<file path="src/rtl/serial_pkg.sv">
// serial_pkg: shared definitions for the serial shift driver and the
// downstream shift-register bench.
//   ser_state_t  - driver FSM state encoding
//   DEF_WIDTH    - default word width / downstream register depth
//   DEF_DIV      - default CLK cycles per serial bit period
package serial_pkg;

  typedef enum logic [1:0] {IDLE, SHIFT, DONE} ser_state_t;

  localparam int DEF_WIDTH = 4;
  localparam int DEF_DIV   = 1;

endpackage

</file>
<file path="src/rtl/serial_shift_driver_bit_period_counter.sv">
// bit_period_counter: counts CLK cycles within one serial bit period.
//   CLK   - clock, rising edge
//   RST   - synchronous active-low reset
//   clear - restart the period at 0 (new word accepted)
//   run   - count enable (driver is shifting)
//   tick  - last cycle of the current bit period while running
module bit_period_counter #(
  parameter int DIV = 1
) (
  input  logic CLK,
  input  logic RST,
  input  logic clear,
  input  logic run,
  output logic tick
);

  localparam int CW = (DIV > 1) ? $clog2(DIV) : 1;
  localparam logic [CW-1:0] LAST = CW'(DIV - 1);

  logic [CW-1:0] div_cnt;

  // Wraps to 0 on the compare value, so it never counts past DIV-1.
  always_ff @(posedge CLK) begin
    if (!RST)
      div_cnt <= '0;
    else if (clear)
      div_cnt <= '0;
    else if (run) begin
      if (div_cnt == LAST)
        div_cnt <= '0;
      else
        div_cnt <= div_cnt + CW'(1);
    end
  end

  assign tick = run && (div_cnt == LAST);

endmodule

</file>
<file path="src/rtl/serial_shift_driver.sv">
// serial_shift_driver: serializes a parallel word, LSB first, into a
// right-shifting register (serial data enters the top bit). After WIDTH
// shifts word bit i sits in Q[i], and done pulses for one cycle.
//   CLK, RST    - clock (rising edge), synchronous active-low reset
//   in_data     - parallel word
//   in_valid    - in_data is valid
//   in_ready    - word accepted on an edge where in_valid && in_ready
//   serial_out  - downstream serial data, stable for a whole bit period
//   shift_out   - downstream shift enable, one CLK per bit
//   busy        - transfer in progress (SHIFT or DONE)
//   done        - one-cycle pulse after the final shift
module serial_shift_driver
  import serial_pkg::*;
#(
  parameter int WIDTH = DEF_WIDTH,
  parameter int DIV   = DEF_DIV
) (
  input  logic             CLK,
  input  logic             RST,
  input  logic [WIDTH-1:0] in_data,
  input  logic             in_valid,
  output logic             in_ready,
  output logic             serial_out,
  output logic             shift_out,
  output logic             busy,
  output logic             done
);

  localparam int BW = (WIDTH > 1) ? $clog2(WIDTH) : 1;
  localparam logic [BW-1:0] LAST_BIT = BW'(WIDTH - 1);

  ser_state_t       state, state_nxt;
  logic [WIDTH-1:0] hold;
  logic [BW-1:0]    bit_cnt;
  logic             accept;
  logic             tick;

  // in_ready is gated by RST so nothing is accepted while reset is held.
  assign in_ready = (state == IDLE) && RST;
  assign accept   = in_valid && in_ready;

  bit_period_counter #(.DIV(DIV)) u_period (
    .CLK   (CLK),
    .RST   (RST),
    .clear (accept),
    .run   (state == SHIFT),
    .tick  (tick)
  );

  always_ff @(posedge CLK) begin
    if (!RST)
      state <= IDLE;
    else
      state <= state_nxt;
  end

  always_comb begin
    state_nxt = state;
    case (state)
      IDLE:    if (accept) state_nxt = SHIFT;
      SHIFT:   if (tick && (bit_cnt == LAST_BIT)) state_nxt = DONE;
      DONE:    state_nxt = IDLE;
      default: state_nxt = IDLE;
    endcase
  end

  // bit_cnt parks at WIDTH-1 after the last shift; the next accept clears it.
  always_ff @(posedge CLK) begin
    if (!RST) begin
      hold    <= '0;
      bit_cnt <= '0;
    end else if (accept) begin
      hold    <= in_data;
      bit_cnt <= '0;
    end else if (tick && (bit_cnt != LAST_BIT)) begin
      bit_cnt <= bit_cnt + BW'(1);
    end
  end

  assign serial_out = (state == SHIFT) ? hold[bit_cnt] : 1'b0;
  assign shift_out  = tick;
  assign busy       = (state != IDLE);
  assign done       = (state == DONE);

endmodule

</file>
<file path="config.mk">
export PLATFORM = sky130hd
export DESIGN_NAME = serial_shift_driver
export DESIGN_NICKNAME = d
export VERILOG_FILES = /design/src/rtl/serial_pkg.sv /design/src/rtl/serial_shift_driver_bit_period_counter.sv /design/src/rtl/serial_shift_driver.sv
export SDC_FILE = /design/constraint.sdc
export NUM_CORES = 1
export LEC_CHECK = 0
export ABC_AREA = 0
export CAP_MARGIN = 20
export CORE_AREA = 2 2 39 41
export DETAILED_ROUTE_END_ITERATION = 12
export DIE_AREA = 0 0 41 43
export PLACE_DENSITY = 0.65
export SYNTH_ARGS = -nofsm -noshare
export SYNTH_HDL_FRONTEND = slang
export SYNTH_SLANG_ARGS = --single-unit
</file>
<file path="constraint.sdc">
create_clock -name CLK -period 2.3 [get_ports CLK]
set_clock_uncertainty 0.2 [all_clocks]
set_input_delay 0.345 -clock CLK [delete_from_list [all_inputs] [get_ports CLK]]
set_output_delay 0.345 -clock CLK [all_outputs]
set_load 0.1 [all_outputs]
</file>
==> results of run 1 <==
-- worst max path at each step --
stage | startpoint | end | slack [ns] | depth (start not counted)
global placement | RST | bit_cnt[1] | 0.51 | 4
finish | bit_cnt[0] | serial_out | 0.25 | 3
CTS | bit_cnt[0] | serial_out | 0.23 | 3
detailed placement | RST | bit_cnt[0] | 0.50 | 4
global route | bit_cnt[0] | serial_out | 0.18 | 3
floorplan | state[0] | serial_out | -0.35 | 2
-- routing by layer --
| metal | GRT usage (%) | up-vias | share of wire, % |
|---|---|---|---|
| li1 | - | 159 | - |
| met1 | 11.5 | 125 | 44 |
| met2 | 14.4 | 12 | 43 |
| met3 | 3.14 | 4 | 9.2 |
| met4 | 10.0 | 0 | 4.2 |
| met5 | 0 | - | 0 |
-- Yosys cell counts, types with 2 or more instances --
cell type  count
nand2_1        9
nor2b_1        2
buf_6          2
nor2_2         2
o21ai_0        3
dfxtp_1        8
-- flip-flops by register name, summed over array words and instances (netlist names) --
name	flops
hold	4
state	2
bit_cnt	2
-- power by group through the flow --
stage	combinational (mW)	clock [mW]	sequential, mW
after global routing	0.131	0.115	0.160
after global placement	0.122	0	0.161
after detailed placement	0.123	0	0.161
after CTS	0.124	0.111	0.158
final	0.122	0.109	0.158
after floorplan	0.0931	0	0.159
-- cell families after synthesis --
kind of cell             after synthesis
AND/OR/NAND/NOR                       20
flip-flops                             8
AO/OA/AOI/OAI                          5
buffers and inverters                  3
multiplexers                           2
XOR/XNOR                               1
adder cells (fa/ha/maj)                1
-- placed cells by master, fill, tap and decap left out, types with 2 or more instances in the layout --
master / Yosys / final
buf_12: 0 / 2
nand2_1: 9 / 9
o21ai_0: 3 / 3
clkdlybuf4s50_1: 0 / 6
dfxtp_1: 8 / 8
buf_4: 0 / 4
clkbuf_4: 0 / 3
nor2_2: 2 / 3
-- final cells by class --
class | count | area share [%]
clock buffer | 3 | 4.14
inverter | 1 | 0.690
multi-input combinational | 29 | 38.2
sequential | 8 | 29.4
tap | 16 | 3.68
timing repair buffer | 12 | 23.9
-- per-stage QoR --
step / setup WS, ns / area, µm² / hold slack [ns]
after floorplan: -0.346 / 394 / 0.225
after global placement: 0.513 / 522 / 0.240
after detailed placement: 0.500 / 522 / 0.253
after CTS: 0.227 / 544 / 0.263
final: 0.246 / 544 / 0.260
after global routing: 0.179 / 544 / 0.303
-- worst reg2reg max path: cells and delay by family, from the launching register on --
kind | cells | cell delay, ns
adders and majority gates | 1 | 0.24
DFF | 1 | 0.34
muxes | 1 | 0.25
and+or+nand+nor | 2 | 0.28
==> summary.md, run 1 <==
| Metric | Value |
|---|---|
| VDD IR max | `0.000244 V` |
| RSZ-0062 raised after global routing | `false` |
| Synth Area in XOR/XNOR | `2.25%` |
| FP Rows | `14` |
| Root Buffer | `clkbuf_4` |
| Simple-gate share of the synthesized area | `31.2%` |
| Crit path max-delay cell type | `mux4_2` |
| Pre-Repair DR Iteration Count | `3` |
| Die H | `43 µm` |
| Worst hold endpoint | `hold[1]` |
| P_sw | `0.132 mW` |
| DIE AREA | `1760 µm²` |
| Crit path required time | `1.75 ns` |
| Drt via density | `4.35` |
| Dpl cells | `66` |
| Post-CTS Hold Buffers | `0` |
| Max FO, Critical Path | `3` |
| Synth cell types | `20` |
| Worst path top cell family by delay | `multiplexers` |
| Starting Density | `28.1%` |
| Worst-Skew Late Latency | `0.25 ns` |
| Reg2Reg Setup Slack | `0.88 ns` |
| Worst Path Buf+Inv | `1` |
| Worst Hold Path Cells | `2` |
| Post-synth ARST share | `0%` |
| Synthesis-stage register bit count | `8` |
| Compound-Gate Fraction of Synth Area | `7.07%` |
| Wire per inst | `10.1 µm` |
| Largest family of logic cells by synthesized area | `simple AND/OR/NAND/NOR gates` |
| Ys flop type | `dfxtp_1` |
| Fin nets | `63` |
| Internal Pwr Total | `0.257 mW` |
| R2R depth | `4` |
| Layout cells sized above 1 | `34.0%` |
| Pwr Total | `0.389 mW` |
| Synth area leaders | `dfxtp_1, nand2_1, buf_6` |
| Final hold viol count | `0` |
| Fin cells | `69` |
| Total of max-cap violations | `0` |
| Syn nets | `48` |
| Antenna-violating nets left | `0` |
| Clock power share | `27.9%` |
| CTS tree | `done` |
| Die Width | `41 µm` |
| Initial antenna violation count | `0` |
| EDFF count, synth | `0` |
| Vias | `300` |
| Area of the core | `1380 µm²` |
| Leak Pwr | `0.229 nW` |
| CP max stage delay | `0.50 ns` |
| Sequential power share | `40.6%` |
| Register area share after synthesis | `41.2%` |
| Tmin final | `2.05 ns` |
| Initial DRC count | `2` |
| Reg2reg start | `bit_cnt[0]` |
| Worst-path cell chain | `mux4_2 -> and2_1 -> buf_12` |
| Synth Area in Adders | `3.22%` |
| Global Route Usage Sum | `10.3%` |
| Total CTS buffers | `3` |
| Slew Viols, Final | `0` |
| Largest net degree at the start of global routing | `11` |
| Worst Hold Class | `reg2reg` |
| Sink Count | `8` |
| Cts repair resizes | `0` |
| Logic pwr share | `31.5%` |
| Fin util | `39.3%` |
| Area occupied by multi-input gates | `208 µm²` |
| Post-CTS Setup Bufs | `0` |
| Post-DP HPWL | `525 µm` |
| Area leader, netlist | `dfxtp_1` |
| Ratio of total power to cell area | `715 nW/µm²` |
| Status | `completed` |
| Worst reg2reg path endpoint | `bit_cnt[1]` |
| N_diodes | `0` |
| Sw frac | `34.0%` |
| Max Clk Rate | `0.487 GHz` |
| Global-route wire length before repair | `1170 µm` |
| Vias in the first global route | `315` |
| Syn Inst Count | `40` |
| IO Pins | `12` |
| Mux contribution to synthesized area | `8.36%` |
| Worst hold path startpoint | `hold[1]` |
| GRT Residual Overflow | `0` |
| RePlAce Congestion | `0.676` |
| Post-synth top area share | `41.2%` |
| Slew headroom | `78.6%` |
| Clock-pin slew on the worst setup and hold paths | `0.06 ns` |
| Worst Max-Slew Pin Slew | `0.321 ns` |
| Filler Cells Inserted | `154` |
| Finish-stage setup viols | `0` |
| Clock buffer depth | `2` |
| Yosys warnings | `0` |
| Avg Cell Area, Syn | `9.73 µm²` |
| Port Buffers | `11` |
| Reg area | `160 µm²` |
| Mapped cell area | `389 µm²` |
| Worst endpoint data arrival time | `1.51 ns` |
| Setup tns final | `0 ns` |
| Area growth syn-to-layout | `39.9%` |
| Period utilisation layout | `89.3%` |
| Crit path capture type | `primary output` |
| Startpoint types | `flip-flop` |
| DRT Wirelength | `694 µm` |
| DRC viols | `0` |
| Kind of critical path | `reg2out` |
| H-tree levels | `1` |
Note: power is estimated with default switching activity, not from simulation.
==> run 2: changes to the inputs <==
--- a/config.mk
+++ b/config.mk
@@ -8,6 +8,7 @@
 export ABC_AREA = 0
 export CAP_MARGIN = 20
 export CORE_AREA = 2 2 39 41
+export CTS_CLUSTER_SIZE = 28
 export DETAILED_ROUTE_END_ITERATION = 12
 export DIE_AREA = 0 0 41 43
 export PLACE_DENSITY = 0.65
==> results of run 2 <==
Final layout, timing and power as in run 1 (identical DEF).
==> run 3: changes to the inputs <==
--- a/config.mk
+++ b/config.mk
@@ -11,6 +11,7 @@
 export CTS_CLUSTER_SIZE = 28
 export DETAILED_ROUTE_END_ITERATION = 12
 export DIE_AREA = 0 0 41 43
+export HOLD_SLACK_MARGIN = 0.12
 export PLACE_DENSITY = 0.65
 export SYNTH_ARGS = -nofsm -noshare
 export SYNTH_HDL_FRONTEND = slang
==> results of run 3 <==
Final layout, timing and power as in run 1 (identical DEF).
